File: src/rtl/arc4_pkg.sv
// Shared ARC4 definitions: PRGA state encoding, printable-range defaults and
// the printable-byte test that the key cracker also uses.
package arc4_pkg;

  typedef enum logic [3:0] {
    ST_IDLE,
    ST_RD_LEN,
    ST_CAP_LEN,
    ST_WR_LEN,
    ST_RD_SI,
    ST_CAP_SI,
    ST_RD_SJ,
    ST_CAP_SJ,
    ST_WR_SI,
    ST_WR_SJ,
    ST_RD_PAD,
    ST_CAP_PAD,
    ST_WR_PT,
    ST_DONE
  } prga_state_t;

  localparam logic [7:0] PRINT_LO_DEF = 8'h20;
  localparam logic [7:0] PRINT_HI_DEF = 8'h7E;

  function automatic logic is_printable(input logic [7:0] b,
                                        input logic [7:0] lo,
                                        input logic [7:0] hi);
    return (b >= lo) && (b <= hi);
  endfunction

endpackage

File: src/rtl/arc4_prga.sv
// ARC4 pseudo-random generation stage: decrypts length-prefixed CT into PT.
// Optional ARC4_PRGA_EARLY_ABORT_EN stops a run at the first non-printable byte.
module arc4_prga
  import arc4_pkg::*;
#(
  parameter logic [7:0] PRINT_LO = PRINT_LO_DEF,
  parameter logic [7:0] PRINT_HI = PRINT_HI_DEF
) (
  input  logic       clk,
  input  logic       rst_n,
  input  logic       en,
  output logic       rdy,
  output logic       abort,
  output logic [7:0] s_addr,
  input  logic [7:0] s_rddata,
  output logic [7:0] s_wrdata,
  output logic       s_wren,
  output logic [7:0] ct_addr,
  input  logic [7:0] ct_rddata,
  output logic [7:0] pt_addr,
  output logic [7:0] pt_wrdata,
  output logic       pt_wren
);

`ifdef ARC4_PRGA_EARLY_ABORT_EN
  localparam logic EARLY_ABORT = 1'b1;
`else
  localparam logic EARLY_ABORT = 1'b0;
`endif

  prga_state_t r_state;
  logic        r_rdy;
  logic        r_abort;
  logic        r_stop;
  logic [7:0]  r_i;
  logic [7:0]  r_j;
  logic [7:0]  r_k;
  logic [7:0]  r_len;
  logic [7:0]  r_si;
  logic [7:0]  r_sj;
  logic [7:0]  r_pt_byte;
  logic [7:0]  r_s_addr;
  logic [7:0]  r_s_wrdata;
  logic        r_s_wren;
  logic [7:0]  r_ct_addr;
  logic [7:0]  r_pt_addr;
  logic        r_pt_wren;

  logic [7:0]  w_pad_byte;
  logic [7:0]  w_i_inc;
  logic [7:0]  w_j_new;

  assign w_pad_byte = s_rddata ^ ct_rddata;
  assign w_i_inc    = r_i + 8'd1;
  assign w_j_new    = r_j + s_rddata;

  // Outputs are registered: each state's memory address/strobe is loaded on
  // the edge that enters that state.
  always_ff @(posedge clk) begin
    if (!rst_n) begin
      r_state    <= ST_IDLE;
      r_rdy      <= 1'b1;
      r_abort    <= 1'b0;
      r_stop     <= 1'b0;
      r_i        <= 8'd0;
      r_j        <= 8'd0;
      r_k        <= 8'd0;
      r_len      <= 8'd0;
      r_si       <= 8'd0;
      r_sj       <= 8'd0;
      r_pt_byte  <= 8'd0;
      r_s_addr   <= 8'd0;
      r_s_wrdata <= 8'd0;
      r_s_wren   <= 1'b0;
      r_ct_addr  <= 8'd0;
      r_pt_addr  <= 8'd0;
      r_pt_wren  <= 1'b0;
    end else begin
      r_s_wren  <= 1'b0;
      r_pt_wren <= 1'b0;
      case (r_state)
        ST_IDLE, ST_DONE: begin
          if (en) begin
            r_state   <= ST_RD_LEN;
            r_rdy     <= 1'b0;
            r_abort   <= 1'b0;
            r_stop    <= 1'b0;
            r_i       <= 8'd0;
            r_j       <= 8'd0;
            r_k       <= 8'd0;
            r_ct_addr <= 8'd0;
          end else begin
            r_state <= ST_IDLE;
          end
        end
        ST_RD_LEN: r_state <= ST_CAP_LEN;
        ST_CAP_LEN: begin
          r_len     <= ct_rddata;
          r_pt_byte <= ct_rddata;
          r_pt_addr <= 8'd0;
          r_pt_wren <= 1'b1;
          r_state   <= ST_WR_LEN;
        end
        ST_WR_LEN: begin
          if (r_len == 8'd0) begin
            r_rdy   <= 1'b1;
            r_state <= ST_DONE;
          end else begin
            r_k      <= 8'd1;
            r_i      <= w_i_inc;
            r_s_addr <= w_i_inc;
            r_state  <= ST_RD_SI;
          end
        end
        ST_RD_SI: r_state <= ST_CAP_SI;
        ST_CAP_SI: begin
          r_si     <= s_rddata;
          r_j      <= w_j_new;
          r_s_addr <= w_j_new;
          r_state  <= ST_RD_SJ;
        end
        ST_RD_SJ: r_state <= ST_CAP_SJ;
        ST_CAP_SJ: begin
          r_sj       <= s_rddata;
          r_s_addr   <= r_i;
          r_s_wrdata <= s_rddata;
          r_s_wren   <= 1'b1;
          r_state    <= ST_WR_SI;
        end
        // When i==j both swap writes hit one address with the same value.
        ST_WR_SI: begin
          r_s_addr   <= r_j;
          r_s_wrdata <= r_si;
          r_s_wren   <= 1'b1;
          r_state    <= ST_WR_SJ;
        end
        ST_WR_SJ: begin
          r_s_addr  <= r_si + r_sj;
          r_ct_addr <= r_k;
          r_state   <= ST_RD_PAD;
        end
        ST_RD_PAD: r_state <= ST_CAP_PAD;
        ST_CAP_PAD: begin
          r_pt_byte <= w_pad_byte;
          r_pt_addr <= r_k;
          r_pt_wren <= 1'b1;
          r_stop    <= EARLY_ABORT && !is_printable(w_pad_byte, PRINT_LO, PRINT_HI);
          r_state   <= ST_WR_PT;
        end
        ST_WR_PT: begin
          if ((r_k == r_len) || r_stop) begin
            r_rdy   <= 1'b1;
            r_abort <= r_stop;
            r_state <= ST_DONE;
          end else begin
            r_k      <= r_k + 8'd1;
            r_i      <= w_i_inc;
            r_s_addr <= w_i_inc;
            r_state  <= ST_RD_SI;
          end
        end
        default: begin
          r_rdy   <= 1'b1;
          r_state <= ST_IDLE;
        end
      endcase
    end
  end

  assign rdy       = r_rdy;
  assign abort     = r_abort;
  assign s_addr    = r_s_addr;
  assign s_wrdata  = r_s_wrdata;
  assign s_wren    = r_s_wren;
  assign ct_addr   = r_ct_addr;
  assign pt_addr   = r_pt_addr;
  assign pt_wrdata = r_pt_byte;
  assign pt_wren   = r_pt_wren;

endmodule

File: config.mk
export PLATFORM = sky130hd
export DESIGN_NAME = arc4_prga
export DESIGN_NICKNAME = d
export VERILOG_FILES = /design/src/rtl/arc4_pkg.sv /design/src/rtl/arc4_prga.sv
export SDC_FILE = /design/constraint.sdc
export NUM_CORES = 1
export LEC_CHECK = 0
export ABC_AREA = 1
export CORE_MARGIN = 1
export CORE_UTILIZATION = 50
export CTS_BUF_LIST = sky130_fd_sc_hd__clkbuf_8
export DETAILED_ROUTE_END_ITERATION = 10
export PLACE_DENSITY = 0.73
export REMOVE_ABC_BUFFERS = 1
export SYNTH_ARGS = -nofsm -noshare
export SYNTH_HDL_FRONTEND = slang
export SYNTH_SLANG_ARGS = --single-unit
export TNS_END_PERCENT = 20
File: constraint.sdc
create_clock -name clk -period 2.61 [get_ports clk]
set_input_delay 0.522 -clock clk [delete_from_list [all_inputs] [get_ports clk]]
set_output_delay 0.522 -clock clk [all_outputs]
set_load 0.02 [all_outputs]
==> impl_summary.log <==
[metrics] transition time at the pin with the least slew margin: 554.6 ps
[metrics] ratio of final minimum period to clock period: 0.8109
[metrics] Worst VDD drop: 0.3412 mV
[metrics] post-route cell area: 5889 um2
[metrics] core utilization of the finished layout: 0.6255
[metrics] combinational share of power: 0.225
[metrics] cells taking the most area after synthesis: dfxtp_1, nand2_1, a21oi_1
[metrics] RSZ-0062 raised after global routing: false
[metrics] H-tree levels: 3
[metrics] HP Class: flop to flop
[metrics] Cell Int Power: 2.361 mW
[metrics] largest net degree at the start of global routing: 30
[metrics] count of unresolved DRC violations after routing: 0
[metrics] vias in the first global route: 4643
[metrics] buffer cell driving the clock tree root: clkbuf_8
[metrics] post-synthesis cell count: 725
[metrics] worst-case clock skew: 7.604 ps
[metrics] Worst Setup Start Kind: primary input
[metrics] final wirelength: 13070 um
[metrics] wire length of the first global-routing pass: 21670 um
[metrics] total setup buffers inserted after CTS: 0
[metrics] Sequential Power Share: 0.463
[metrics] number of setup violations in the final report: 0
[metrics] post-place instance area: 5669 um2
[metrics] fraction of the yosys area taken by sequential cells: 0.3858
[metrics] Crit path arrival time: 2410 ps
[metrics] switching part of the total: 0.3202
[metrics] worst slew margin relative to its limit: 0.6298
[metrics] antenna violation net count after detailed routing: 0
[metrics] minimum setup slack in the final design: 493.5 ps
[metrics] leakage power figure: 2.368 nW
[metrics] cell family contributing the most delay on the critical path: simple AND/OR/NAND/NOR gates
[metrics] relative contribution of the clock network to total power: 0.313
[metrics] count of input and output buffers: 61
[metrics] area added between synthesis and finish: 19.47%
[metrics] combined area of all synthesized cells: 4930 um2
[metrics] antenna diode instance count: 0
[metrics] post-synth top area cell: dfxtp_1
[metrics] DP Worst Slack: 135.8 ps
[metrics] count of pins over their slew limit: 0
[metrics] outcome: complete, no violations
[metrics] final weighted congestion of routability-driven global placement: 0.8891
[metrics] FF+latch count, synth: 95
[metrics] number of antenna violations at the first check in global routing: 0
[metrics] M2 GR Usage: 0.4678
[metrics] path type of the worst setup path: primary input to flop
[metrics] GR Overflow Total: 0
[metrics] fraction of met1 tracks used by global routing: 0.3206
[metrics] TritonCTS sink count: 95
[metrics] hold-fix buffers at CTS: 0
[metrics] wire per inst: 14.26 um
[metrics] max frequency: 472.5 MHz
[metrics] vias after detailed routing: 4853
[metrics] post-cts repair resize count: 0
[metrics] EDFF count, synth: 0
[metrics] DIE WIDTH: 101.3 um
[metrics] Period minus WS final: 2116 ps
[metrics] via-per-instance ratio: 5.292
[metrics] top fanout value on the critical path: 3
[metrics] vertical die dimension: 101.3 um
[metrics] top cell type's share of synthesized area: 0.3858
[metrics] worst hold slack: 466.7 ps
[metrics] clock slew at reported path FFs: 100 ps
[metrics] crit path buf inv count: 1
[metrics] Max Cap Viol: 0
[metrics] mean instance size in the synthesized netlist: 6.800 um2
[metrics] most used cell along the critical path: nand2_1
[metrics] first-pass iteration count of the detailed router: 5
[metrics] most common library cell in the layout ignoring fill and taps: nand2_1
[metrics] estimated wirelength of the detail-placed design: 9644 um
[metrics] fraction of layout instances using a drive strength above 1: 0.06218
[metrics] Critical Path Sink Type: flop
[metrics] data required time at the worst endpoint: 2910 ps
[metrics] TritonCTS clock tree: built
[metrics] number of I/O pins: 63
[metrics] Primary FF master, synth: dfxtp_1
[metrics] starting density of the core: 0.5236
[metrics] count of synthesis-stage warnings from yosys: 0
[metrics] number of distinct library cells after synthesis: 36
[metrics] slowest cell on the critical path: clkdlybuf4s50_1
[metrics] most used routing layer in global routing: met2
[metrics] area of the core: 9415 um2
[metrics] met3 Use GR: 0.05935
[metrics] number of hold violations in the final report: 0
[metrics] crit-path max cell delay: 440 ps
[metrics] row cnt: 35
[metrics] pwr/cell area: 589.7 nW/um2
[metrics] maximum buffer depth of the clock tree: 2
[metrics] worst-skew pair later-pin latency: 370 ps
[metrics] die footprint: 10260 um2
[metrics] clock buffer count from CTS: 9
[metrics] share of synthesized flip-flops with an asynchronous set or reset: 0
[metrics] cell chain of the critical path: clkdlybuf4s50_1 > ha_1 > fa_1 > nand2_1 > nand3_1 > nand3b_1 > nand2_1 > nand2_1 > nand3_1 > nand3_1 > nand2_1 > a21oi_1
[metrics] number of DRC markers in iteration 0: 250
[metrics] GRT Resource Usage Total: 0.2688
[metrics] nets: 820
[metrics] final setup TNS: 0 ps
[metrics] net switching power of the design: 1.112 mW
[metrics] commonest cells after routing, fill and taps aside: nand2_1, dfxtp_1, nor2_1
-- power by group through the flow --
stage | combinational (mW) | clock [mW] | sequential [mW]
6_report | 0.780 | 1.09 | 1.61
5_1_grt | 0.860 | 1.17 | 1.62
4_1_cts | 0.775 | 1.11 | 1.61
3_5_place_dp | 0.772 | 0 | 1.64
3_3_place_gp | 0.759 | 0 | 1.64
2_1_floorplan | 0.431 | 0 | 1.68
-- synthesized netlist by cell type, types with 3 or more instances --
library cell,count
xor2_1,10
nor3_1,6
nor2_2,5
nand4_1,7
inv_1,59
nor2_1,88
xnor2_1,10
nand3b_1,4
nand2_2,3
buf_2,13
dfxtp_1,95
ha_1,16
nor3b_1,3
clkbuf_1,11
a21oi_1,71
o21ai_0,43
nand3_1,39
nand2_1,205
o21ai_1,3
inv_2,5
a31oi_1,8
-- registers in the layout, indices dropped and copies added, names as in the netlist --
name / flops
r_state: 4
ct_addr: 8
s_wrdata: 8
s_wren: 1
r_j: 8
pt_wrdata: 8
pt_wren: 1
r_si: 8
r_sj: 8
r_len: 8
r_k: 8
r_i: 8
pt_addr: 8
s_addr: 8
rdy: 1
-- routing by layer --
layer  up-vias  share of wire
li1       2443              -
met1      2226           0.43
met2       145           0.48
met3        39          0.051
met4         0          0.029
met5         -              0
-- metrics by stage --
| step | std cells | power (mW) |
|---|---|---|
| finish | 917 | 3.473 |
| global route | 917 | 3.642 |
| CTS | 917 | 3.490 |
| detailed placement | 901 | 2.410 |
| global placement | 901 | 2.395 |
| floorplan | 698 | 2.109 |
-- final cells by class --
type	instances	area [um2]
Fill cell	894	3526
Multi-Input combinational cell	537	2650
Sequential cell	95	1902
Timing Repair Buffer	74	708.2
Inverter	66	247.7
Tap cell	129	161.4
Clock buffer	9	123.9
Clock inverter	7	96.34
-- kinds of logic (layout without fill, tap and decap cells) --
family,Yosys count,count (layout),synth area share
AND/OR/NAND/NOR,367,367,0.3142
buffers and inverters,93,156,0.07665
other,1,1,0.0007607
AO/OA/AOI/OAI,131,131,0.1383
flip-flops,95,95,0.3858
XOR/XNOR,20,20,0.03553
adder cells (fa/ha/maj),18,18,0.04873
-- path summary, 6_finish.rpt --
path / cells past startpoint / endpoint / slack [ps] / from
max: 12 / s_addr[6]$_SDFFE_PN0P_ / 490 / s_rddata[0]
min: 2 / pt_addr[3]$_SDFFE_PN0P_ / 470 / pt_addr[3]$_SDFFE_PN0P_
max reg2reg: 8 / r_k[6]$_SDFFE_PN0P_ / 720 / r_k[3]$_SDFFE_PN0P_
min reg2reg: 2 / pt_addr[3]$_SDFFE_PN0P_ / 470 / pt_addr[3]$_SDFFE_PN0P_
-- worst min-delay path, stage by stage, from the launching register on --
cell	delay, ps
dfxtp_1	320
nand2_1	60
a21oi_1	50
Power figures use the tool's default switching activity.
